`config.mk`:
```
export PLATFORM = sky130hd
export DESIGN_NAME = transmitter
export DESIGN_NICKNAME = d
export VERILOG_FILES = /design/src/rtl/uart_pkg.sv /design/src/rtl/transmitter.sv
export SDC_FILE = /design/constraint.sdc
export NUM_CORES = 1
export LEC_CHECK = 0
export CAP_MARGIN = 5
export CORE_MARGIN = 4
export CORE_UTILIZATION = 26
export DETAILED_ROUTE_END_ITERATION = 8
export DONT_BUFFER_PORTS = 1
export PLACE_DENSITY_LB_ADDON = 0.25
export SETUP_SLACK_MARGIN = 0.5
export SYNTH_ARGS = -nofsm -noshare
export SYNTH_HDL_FRONTEND = slang
export SYNTH_SLANG_ARGS = --single-unit
```
`constraint.sdc`:
```
create_clock -name i_clock -period 2.3 [get_ports i_clock]
set_input_delay 0.69 -clock i_clock [delete_from_list [all_inputs] [get_ports i_clock]]
set_output_delay 0.69 -clock i_clock [all_outputs]
set_load 0.05 [all_outputs]
```
`src/rtl/uart_pkg.sv`:
```
// Shared UART definitions: transmitter/receiver FSM encodings, parity modes, oversampling ratio.
// No logic, constants only.
// Not applicable (no datapath).
package uart_pkg;

    // Bit-period oversampling ratio of the baud-rate generator tick
    localparam int OVERSAMPLE = 16;

    // Parity selection; any other value behaves as none
    localparam int PARITY_NONE = 0;
    localparam int PARITY_EVEN = 1;
    localparam int PARITY_ODD  = 2;

    // FSM state encodings shared by transmitter and receiver
    localparam logic [2:0] ST_IDLE   = 3'd0;
    localparam logic [2:0] ST_START  = 3'd1;
    localparam logic [2:0] ST_DATA   = 3'd2;
    localparam logic [2:0] ST_PARITY = 3'd3;
    localparam logic [2:0] ST_STOP   = 3'd4;

endpackage

```
`src/rtl/transmitter.sv`:
```
// UART transmitter: start bit, D_BIT data bits LSB first, optional parity, stop bit(s) on o_tx.
// Line goes low 1 clock after acceptance; every bit lasts 16 ticks, stop lasts SB_TICK ticks.
// No queueing: i_tx_start is honoured only while idle, producer waits for o_tx_busy = 0.
module transmitter
    import uart_pkg::*;
#(
    parameter int D_BIT   = 8,
    parameter int SB_TICK = 16,
    parameter int PARITY  = 0
) (
    input  logic             i_clock,
    input  logic             i_reset,
    input  logic             i_s_tick,
    input  logic             i_tx_start,
    input  logic [D_BIT-1:0] i_data,
    output logic             o_tx_done_tick,
    output logic             o_tx_busy,
    output logic             o_tx
);

    // Tick counter must hold both a full bit period and the longest stop period
    localparam int S_W = $clog2((SB_TICK > OVERSAMPLE) ? SB_TICK : OVERSAMPLE);
    localparam int N_W = $clog2(D_BIT);

    localparam bit             PAR_EN      = (PARITY == PARITY_EVEN) || (PARITY == PARITY_ODD);
    localparam logic [S_W-1:0] S_BIT_LAST  = S_W'(OVERSAMPLE - 1);
    localparam logic [S_W-1:0] S_STOP_LAST = S_W'(SB_TICK - 1);
    localparam logic [N_W-1:0] N_LAST      = N_W'(D_BIT - 1);

    logic [2:0]       state_q;
    logic [S_W-1:0]   s_q;
    logic [N_W-1:0]   n_q;
    logic [D_BIT-1:0] b_q;
    logic             par_q;
    logic             tx_q;

    // Frame sequencer; tx_q is loaded with the level of the state being entered so the line is a clean flop output
    always_ff @(posedge i_clock) begin
        if (i_reset) begin
            state_q <= ST_IDLE;
            s_q     <= '0;
            n_q     <= '0;
            b_q     <= '0;
            par_q   <= 1'b0;
            tx_q    <= 1'b1;
        end else begin
            case (state_q)
                ST_IDLE: begin
                    tx_q <= 1'b1;
                    if (i_tx_start) begin
                        b_q     <= i_data;
                        s_q     <= '0;
                        par_q   <= (PARITY == PARITY_ODD) ? ~^i_data : ^i_data;
                        tx_q    <= 1'b0;
                        state_q <= ST_START;
                    end
                end
                ST_START: begin
                    if (i_s_tick) begin
                        if (s_q == S_BIT_LAST) begin
                            s_q     <= '0;
                            n_q     <= '0;
                            tx_q    <= b_q[0];
                            state_q <= ST_DATA;
                        end else begin
                            s_q <= s_q + 1'b1;
                        end
                    end
                end
                ST_DATA: begin
                    if (i_s_tick) begin
                        if (s_q == S_BIT_LAST) begin
                            s_q <= '0;
                            b_q <= b_q >> 1;
                            if (n_q == N_LAST) begin
                                if (PAR_EN) begin
                                    tx_q    <= par_q;
                                    state_q <= ST_PARITY;
                                end else begin
                                    tx_q    <= 1'b1;
                                    state_q <= ST_STOP;
                                end
                            end else begin
                                n_q  <= n_q + 1'b1;
                                tx_q <= b_q[1];
                            end
                        end else begin
                            s_q <= s_q + 1'b1;
                        end
                    end
                end
                ST_PARITY: begin
                    if (i_s_tick) begin
                        if (s_q == S_BIT_LAST) begin
                            s_q     <= '0;
                            tx_q    <= 1'b1;
                            state_q <= ST_STOP;
                        end else begin
                            s_q <= s_q + 1'b1;
                        end
                    end
                end
                ST_STOP: begin
                    if (i_s_tick) begin
                        if (s_q == S_STOP_LAST) begin
                            s_q     <= '0;
                            tx_q    <= 1'b1;
                            state_q <= ST_IDLE;
                        end else begin
                            s_q <= s_q + 1'b1;
                        end
                    end
                end
                default: begin
                    tx_q    <= 1'b1;
                    state_q <= ST_IDLE;
                end
            endcase
        end
    end

    // Done marks the final stop tick itself, so busy is still high in that cycle
    assign o_tx_done_tick = (state_q == ST_STOP) && i_s_tick && (s_q == S_STOP_LAST);
    assign o_tx_busy      = (state_q != ST_IDLE);
    assign o_tx           = tx_q;

endmodule

```
* After elaboration in Yosys (flattened, before gate mapping)
Index checks and enable logic that the tools add are counted.
** Operators by class
- Reduce and logical (&&, ||, !) cells :: 14
- Mux-type cells :: 32
- Equal/unequal tests :: 20
- Add/subtract/negate cells :: 2
** Operators with widths (number)
- $mux 3 :: 13
- $mux 8 :: 3
- $ne 2x2->1 const B :: 11
- $pmux 8 s2 :: 1
- $pmux 3 s5 :: 1
- $mux 4 :: 3
- $reduce_and 6->1 :: 2
- $reduce_and 10->1 :: 1
- $mux 1 :: 8
- $pmux 4 s2 :: 1
- $eq 3x2->1 const B :: 2
- $eq 3x3->1 const B :: 2
- $ne 2x1->1 const B :: 3
- $pmux 3 s2 :: 1
- $reduce_bool 2->1 :: 3
- $add 4x1->4 const B :: 1
- $eq 4x4->1 const B :: 1
- $pmux 1 s4 :: 1
- $reduce_and 4->1 :: 1
- $reduce_or 4->1 :: 1
- $add 3x1->3 const B :: 1
- $eq 3x1->1 const B :: 1
- $logic_not 3->1 :: 1
- $reduce_and 3->1 :: 1
- 3 further kinds :: 4
** Storage, ports and cells
- Bits of input ports :: 12
- Flip-flop bits (word level) :: 19

* Logic depth before layout (Yosys ltp)
Gate-level depths: netlist (run 1).
- Word-level depth :: 5
- Mapped depth :: 6

* Worst setup path before layout (run 1)
OpenSTA, ideal clock, no wires.
- Path kind :: input to output
- Start :: input i_s_tick
- End :: output o_tx_done_tick
- Data required time :: 1.610 ns
- Cell stages on the path :: 3
- Slack :: -0.127 ns
- Path buffers :: 1
- Data arrival time :: 1.737 ns
- Cell sequence :: nand4_1 -> clkbuf_1 -> nor2_1
** Between the ends
- Word-level cells in the longest chain between the ends :: 2
** Ends and longest elaborated chain
- start, declared :: RTL line transmitter.sv:13 : input logic i_s_tick,
- $logic_and 1x1->1 (2 in a row) :: RTL line transmitter.sv:123 : assign o_tx_done_tick = (state_q == ST_STOP) && i_s_tick && (s_q == S_STOP_LAST);
- end, declared :: RTL line transmitter.sv:16 : output logic o_tx_done_tick,
No other way between the ends.

* Worst setup path in the final report (run 1)
- Start :: register s_q[1]
- End :: output o_tx_done_tick
** Between the ends
- Word-level cells in the longest chain between the ends :: 2
** Ends and longest elaborated chain
- start, declared :: RTL line transmitter.sv:31 : logic [S_W-1:0] s_q;
- start signal, assigned :: RTL line transmitter.sv:66 : s_q <= s_q + 1'b1;
- start signal, assigned :: RTL line transmitter.sv:88 : s_q <= s_q + 1'b1;
- start signal, assigned :: RTL line transmitter.sv:99 : s_q <= s_q + 1'b1;
- $eq 4x4->1 :: RTL line transmitter.sv:123
- $logic_and 1x1->1 :: RTL line transmitter.sv:123
No other way between the ends.

==> impl_metrics.env, run 1 <==
export IMPL_synth_seq_area_share_pct=36.5
export IMPL_clk_pin_slew_ps=70
export IMPL_num_io_pins=15
export IMPL_max_freq_mhz=520
export IMPL_cts_tree="built"
export IMPL_port_buffers=0
export IMPL_root_buffer="clkbuf_8"
export IMPL_setup_viol=0
export IMPL_num_antenna_cells=0
export IMPL_crit_chain="ha_4 > nand4_1 > buf_6 > nor2_4 > buf_12"
export IMPL_yosysTopAreaCell="dfxtp_1"
export IMPL_grt_start_max_net_pins=23
export IMPL_slew_headroom_pct=66.7
export IMPL_cap_violations=0
export IMPL_peakVddDrop_mv=0.284
export IMPL_cts_htree_levels=1
export IMPL_yosysMostFrequentCell="dfxtp_1"
export IMPL_yosys_area_top_type_share_pct=36.5
export IMPL_via_count=895
export IMPL_syn_nets=129
export IMPL_tightestPinTransition_ps=499
export IMPL_critPathCaptureType="output pin"
export IMPL_path_class="flop to output pin"
export IMPL_fin_crit_ps=1920
export IMPL_max_stage_delay_ps=360
export IMPL_power_density_nw_per_um2=497
export IMPL_drtIter0Drc=18
export IMPL_cts_num_sinks=19
export IMPL_status="finished clean"
export IMPL_fin_skew_ps=4.56
export IMPL_viasPerCell=5.11
export IMPL_synthToLayoutAreaGrowth_pct=31.6
export IMPL_synth_avg_cell_area_um2=9.13
export IMPL_dp_hpwl_um=1550
export IMPL_core_area_um2=3770
export IMPL_grt_pass1_wl_um=4040
export IMPL_die_area_um2=5080
export IMPL_drc=0
export IMPL_leakagePower_nw=0.488
export IMPL_n_fill_cell=371
export IMPL_instances_no_fill=175
export IMPL_fin_crit_sh_pct=83.6
export IMPL_ant_nets=0
export IMPL_synthFlopType="dfxtp_1"
export IMPL_routed_wl_um=2450
export IMPL_dpl_cell_count=158
export IMPL_core_rowCount=22
export IMPL_groute_usage_overall_pct=9.85
export IMPL_syn_area_um2=1040
export IMPL_start_util_pct=27.6
export IMPL_crit_arrival_ps=1230
export IMPL_firstDrtPassIters=4
export IMPL_crit_required_ps=1610
export IMPL_drive_gt1_share_pct=34.6
export IMPL_hp_class="input port to flop"
export IMPL_gr_total_overflow=0
export IMPL_yosys_top_cells_area="dfxtp_1 (37%), mux2i_1 (9.6%), nor2_1 (5.8%), a211oi_2 (3.6%), ha_1 (3.6%)"
export IMPL_synthCells=114
export IMPL_cts_buffer_depth=2
export IMPL_async_flop_share_pct=0
export IMPL_cp_top_family="flip-flops"
export IMPL_wl_per_cell_um=14.0
export IMPL_hold_violations=0
export IMPL_fp_dieW_um=71.3
export IMPL_clkLatencyLatePin_ps=260
export IMPL_crit_fanout=2
export IMPL_antenna_found_initial=0
export IMPL_cts_made_buffers=3
export IMPL_ys_warn_count=0
export IMPL_gp_congestion=0.756
export IMPL_synthTopCellsByCount="dfxtp_1 (19), nor2_1 (16), mux2i_1 (10)"
export IMPL_finalMaxSlewViolations=0
export IMPL_grt_pass1_vias=851
export IMPL_final_setup_tns_ps=0
export IMPL_cpMaxStageDelayCell="dfxtp_4"
export IMPL_rsz0062_at_grt="yes"
export IMPL_nets=143
export IMPL_dieHeight_um=71.3
export IMPL_startpoint_type="flop"
export IMPL_ys_ff_latch=19
export IMPL_netlist_cell_type_count=40
export IMPL_synth_edf_count=0
export IMPL_path_buf_inv=2
export IMPL_hold_buffers=0
registers in the layout, indices dropped and copies added (netlist names):
| name | flops |
|---|---|
| s_q | 4 |
| state_q | 3 |
| b_q | 8 |
| o_tx | 1 |
| n_q | 3 |
per-layer routing:
| layer | GRT usage [%] | share of wire (%) | vias up |
|---|---|---|---|
| li1 | - | - | 449 |
| met5 | 0 | 0 | - |
| met4 | 1.25 | 0.20 | 0 |
| met2 | 15.6 | 46 | 14 |
| met1 | 12.8 | 49 | 430 |
| met3 | 4.21 | 5.0 | 2 |
logic make-up after synthesis:
family                     Yosys count  synth area share, %
DFF                                 19                 36.5
adders and majority gates            3                 3.61
AOI/OAI and AO/OA                   30                 23.1
and+or+nand+nor                     42                 22.2
muxes                               10                 9.62
buffers and inverters               10                 4.93
path summary, 6_finish.rpt:
path         startpoint              to  slack (ps)  depth (start not counted)
max              s_q[1]  o_tx_done_tick         380                          5
min             i_reset          s_q[1]         490                          1
max reg2reg      n_q[1]          n_q[1]         580                          6
min reg2reg      b_q[2]          b_q[2]         500                          2
power by group:
| part | switching, mW | internal [mW] | leakage (nW) |
|---|---|---|---|
| Sequential | 0.0165 | 0.341 | 0.160 |
| Combinational | 0.0465 | 0.0448 | 0.303 |
| Clock | 0.111 | 0.120 | 0.0255 |
| Total | 0.174 | 0.506 | 0.488 |
stage by stage:
step                instance area [µm²]  hold WS, ps  utilization (%)  total power, mW  setup slack [ps]
floorplan                          1060          473                -            0.440               295
global placement                   1110          481             29.4            0.443               391
detailed placement                 1110          490             29.4            0.445               329
CTS                                1300          481             34.5            0.690               371
global route                       1370          482             36.3            0.713               323
finish                             1370          490             36.3            0.681               378
layout by cell type (no fill, tap or decap), types with 2 or more instances in the layout:
| master | synthesis | final |
|---|---|---|
| a211oi_1 | 4 | 4 |
| a211oi_2 | 3 | 3 |
| a21o_1 | 2 | 2 |
| a21oi_1 | 3 | 3 |
| a22oi_1 | 3 | 2 |
| buf_12 | 0 | 3 |
| buf_4 | 0 | 12 |
| clkbuf_8 | 0 | 3 |
| dfxtp_1 | 19 | 13 |
| dfxtp_4 | 0 | 5 |
| ha_4 | 0 | 3 |
| inv_1 | 2 | 2 |
| mux2i_1 | 10 | 10 |
| nand2_1 | 2 | 2 |
| nand2b_1 | 4 | 4 |
| nand3_1 | 2 | 2 |
| nand4_1 | 2 | 2 |
| nor2_1 | 16 | 15 |
| nor2_2 | 3 | 3 |
| nor3_1 | 4 | 3 |
| o21ai_0 | 4 | 4 |
area by class of cell:
type                            count  area (µm²)  area share [%]
Tap cell                           48        60.1            4.38
Inverter                            2        7.51           0.548
Clock inverter                      1        5.00           0.365
Clock buffer                        3        41.3            3.01
Multi-Input combinational cell     85         682            49.8
Timing Repair Buffer               17         174            12.7
Sequential cell                    19         400            29.2
what timing repair did:
action / 4_1_cts / 5_1_grt
endpoints found under the setup margin: 14 / 9
setup buffers: 11 / 2
resized for setup: 18 / 11
gates cloned: 0 / 0
pin swaps: 5 / 7
Note: power is estimated with default switching activity, not from simulation.
==> inputs of run 2 (changes only) <==
==> constraint.sdc (replaced) <==
create_clock -name i_clock -period 1.8 [get_ports i_clock]
set_input_delay 0.54 -clock i_clock [delete_from_list [all_inputs] [get_ports i_clock]]
set_output_delay 0.54 -clock i_clock [all_outputs]
set_load 0.05 [all_outputs]
==> impl_metrics.env, run 2 (synthesis results as in run 1) <==
export IMPL_status="finished clean"
export IMPL_busiest_layer="met2"
export IMPL_clkLatencyLatePin_ps=260
export IMPL_mostFrequentLayoutCell="buf_4"
export IMPL_power_density_nw_per_um2=586
export IMPL_path_buf_inv=2
export IMPL_power_uw=947
export IMPL_fin_util_pct=42.9
export IMPL_grtUsageMet3_pct=3.65
export IMPL_cap_violations=0
export IMPL_port_buffers=0
export IMPL_swShare_pct=26.4
export IMPL_hp_class="input port to flop"
export IMPL_num_antenna_cells=0
export IMPL_tightestPinTransition_ps=387
export IMPL_p_comb_share_pct=18.6
export IMPL_ant_nets=0
export IMPL_fin_skew_ps=6.56
export IMPL_drive_gt1_share_pct=50.0
export IMPL_fp_dieW_um=71.3
export IMPL_synthToLayoutAreaGrowth_pct=55.3
export IMPL_cp_top_family="flip-flops"
export IMPL_gp_congestion=0.766
export IMPL_crit_chain="ha_4 > nand4_1 > buf_6 > nor2_4 > buf_12"
export IMPL_wl_per_cell_um=14.3
export IMPL_cpMaxStageDelayCell="dfxtp_4"
export IMPL_critPathCaptureType="output pin"
export IMPL_start_util_pct=27.6
export IMPL_drtIter0Drc=71
export IMPL_met1_usage_pct=13.9
export IMPL_p_clk_share_pct=31.5
export IMPL_drc=0
export IMPL_reg_top3="b_q: 8 flops, s_q: 4 flops"
export IMPL_crit_required_ps=1260
export IMPL_hold_violations=0
export IMPL_finalMaxSlewViolations=0
export IMPL_clk_pin_slew_ps=70
export IMPL_fin_crit_sh_pct=99.9
export IMPL_rsz0062_at_grt="yes"
export IMPL_core_area_um2=3770
export IMPL_p_int_uw=697
export IMPL_regMostFlops="b_q"
export IMPL_max_stage_delay_ps=360
export IMPL_crit_fanout=2
export IMPL_cts_buffer_depth=2
export IMPL_grt_use_met2_pct=17.7
export IMPL_dp_hpwl_um=1660
export IMPL_slew_headroom_pct=74.0
export IMPL_groute_usage_overall_pct=10.9
export IMPL_leakagePower_nw=0.580
export IMPL_firstDrtPassIters=4
export IMPL_core_rowCount=22
export IMPL_nets=158
export IMPL_cts_num_sinks=19
export IMPL_antenna_found_initial=0
export IMPL_cts_made_buffers=3
export IMPL_setup_ws_ps=2.60
export IMPL_path_class="flop to output pin"
export IMPL_dieHeight_um=71.3
export IMPL_dpl_worst_slack_ps=-148
export IMPL_fin_crit_ps=1800
export IMPL_dpl_cell_area_um2=1240
export IMPL_max_freq_mhz=556
export IMPL_gr_total_overflow=0
export IMPL_n_fill_cell=362
export IMPL_via_count=955
export IMPL_grt_start_max_net_pins=23
export IMPL_setup_viol=0
export IMPL_p_sw_uw=250
export IMPL_crit_arrival_ps=1260
export IMPL_final_area_um2=1620
export IMPL_routed_wl_um=2710
export IMPL_power_frac_seq_pct=49.9
export IMPL_largest_reg_flops=8
export IMPL_num_io_pins=15
export IMPL_grt_pass1_vias=939
export IMPL_cts_htree_levels=1
export IMPL_grt_pass1_wl_um=4460
export IMPL_peakVddDrop_mv=0.496
export IMPL_root_buffer="clkbuf_8"
export IMPL_viasPerCell=5.03
export IMPL_layout_common_cells="buf_4 (20), dfxtp_1 (11), mux2i_1 (10), nor2_1 (10), nor2_4 (8)"
export IMPL_startpoint_type="flop"
export IMPL_die_area_um2=5080
export IMPL_cts_tree="built"
[run 2: changes by cell type in the layout (fill, tap and decap cells not counted), sizes merged]
cell / previous run / this run
buf: 16 / 32
clkbuf: 3 / 4
clkinv: 1 / 0
dlymetal6s2s: 1 / 0
[run 2: cell type report]
class,count,area [µm²],area share [%]
clock buffer,4,45.0,2.79
inverter,2,7.51,0.464
multi-input combinational,85,766,47.4
timing repair buffer,32,340,21.1
tap,48,60.1,3.72
sequential,19,398,24.6
[run 2: through the flow]
step	hold slack [ps]	TNS (ps)	instances
floorplan	476	0	114
global placement	498	-225	164
detailed placement	504	-555	164
CTS	332	-21.1	182
global route	324	-189	190
finish	340	0	190
[run 2: timing repair]
action                     in CTS  in global routing
gates cloned                    1                  0
hold buffers                    0                  0
buffers inserted               13                  8
pin swaps                      13                 13
gates resized for setup        24                 10
setup endpoints to repair      21                 21
[run 2: worst paths after layout]
check	startpoint	to	slack (ps)	cells after the start
worst max register to register	s_q[0]	b_q[6]	50	9
worst min-delay path	i_reset	state_q[0]	340	1
worst min register to register	b_q[2]	b_q[2]	500	2
worst max-delay path	s_q[0]	o_tx_done_tick	3	5
[run 2: power by group through the flow]
stage          logic (mW)  registers [mW]  clock network (mW)
4_1_cts             0.166           0.473               0.304
5_1_grt             0.190           0.475               0.327
6_report            0.176           0.473               0.298
3_5_place_dp        0.109           0.480                   0
2_1_floorplan       0.112           0.472                   0
3_3_place_gp        0.106           0.480                   0
[run 2: per-layer routing]
layer | routed length [µm] | up-vias
li1 | - | 478
met1 | 1260 | 454
met2 | 1300 | 21
met3 | 135 | 2
met4 | 18 | 0
met5 | 0 | -
[run 2: worst register-to-register path, delay by kind of cell, from the launching register on]
family | cells | cell delay, ps
buf+inv | 4 | 570
compound gates | 2 | 460
flops | 1 | 360
simple gates | 2 | 150
fa+ha+maj | 1 | 130
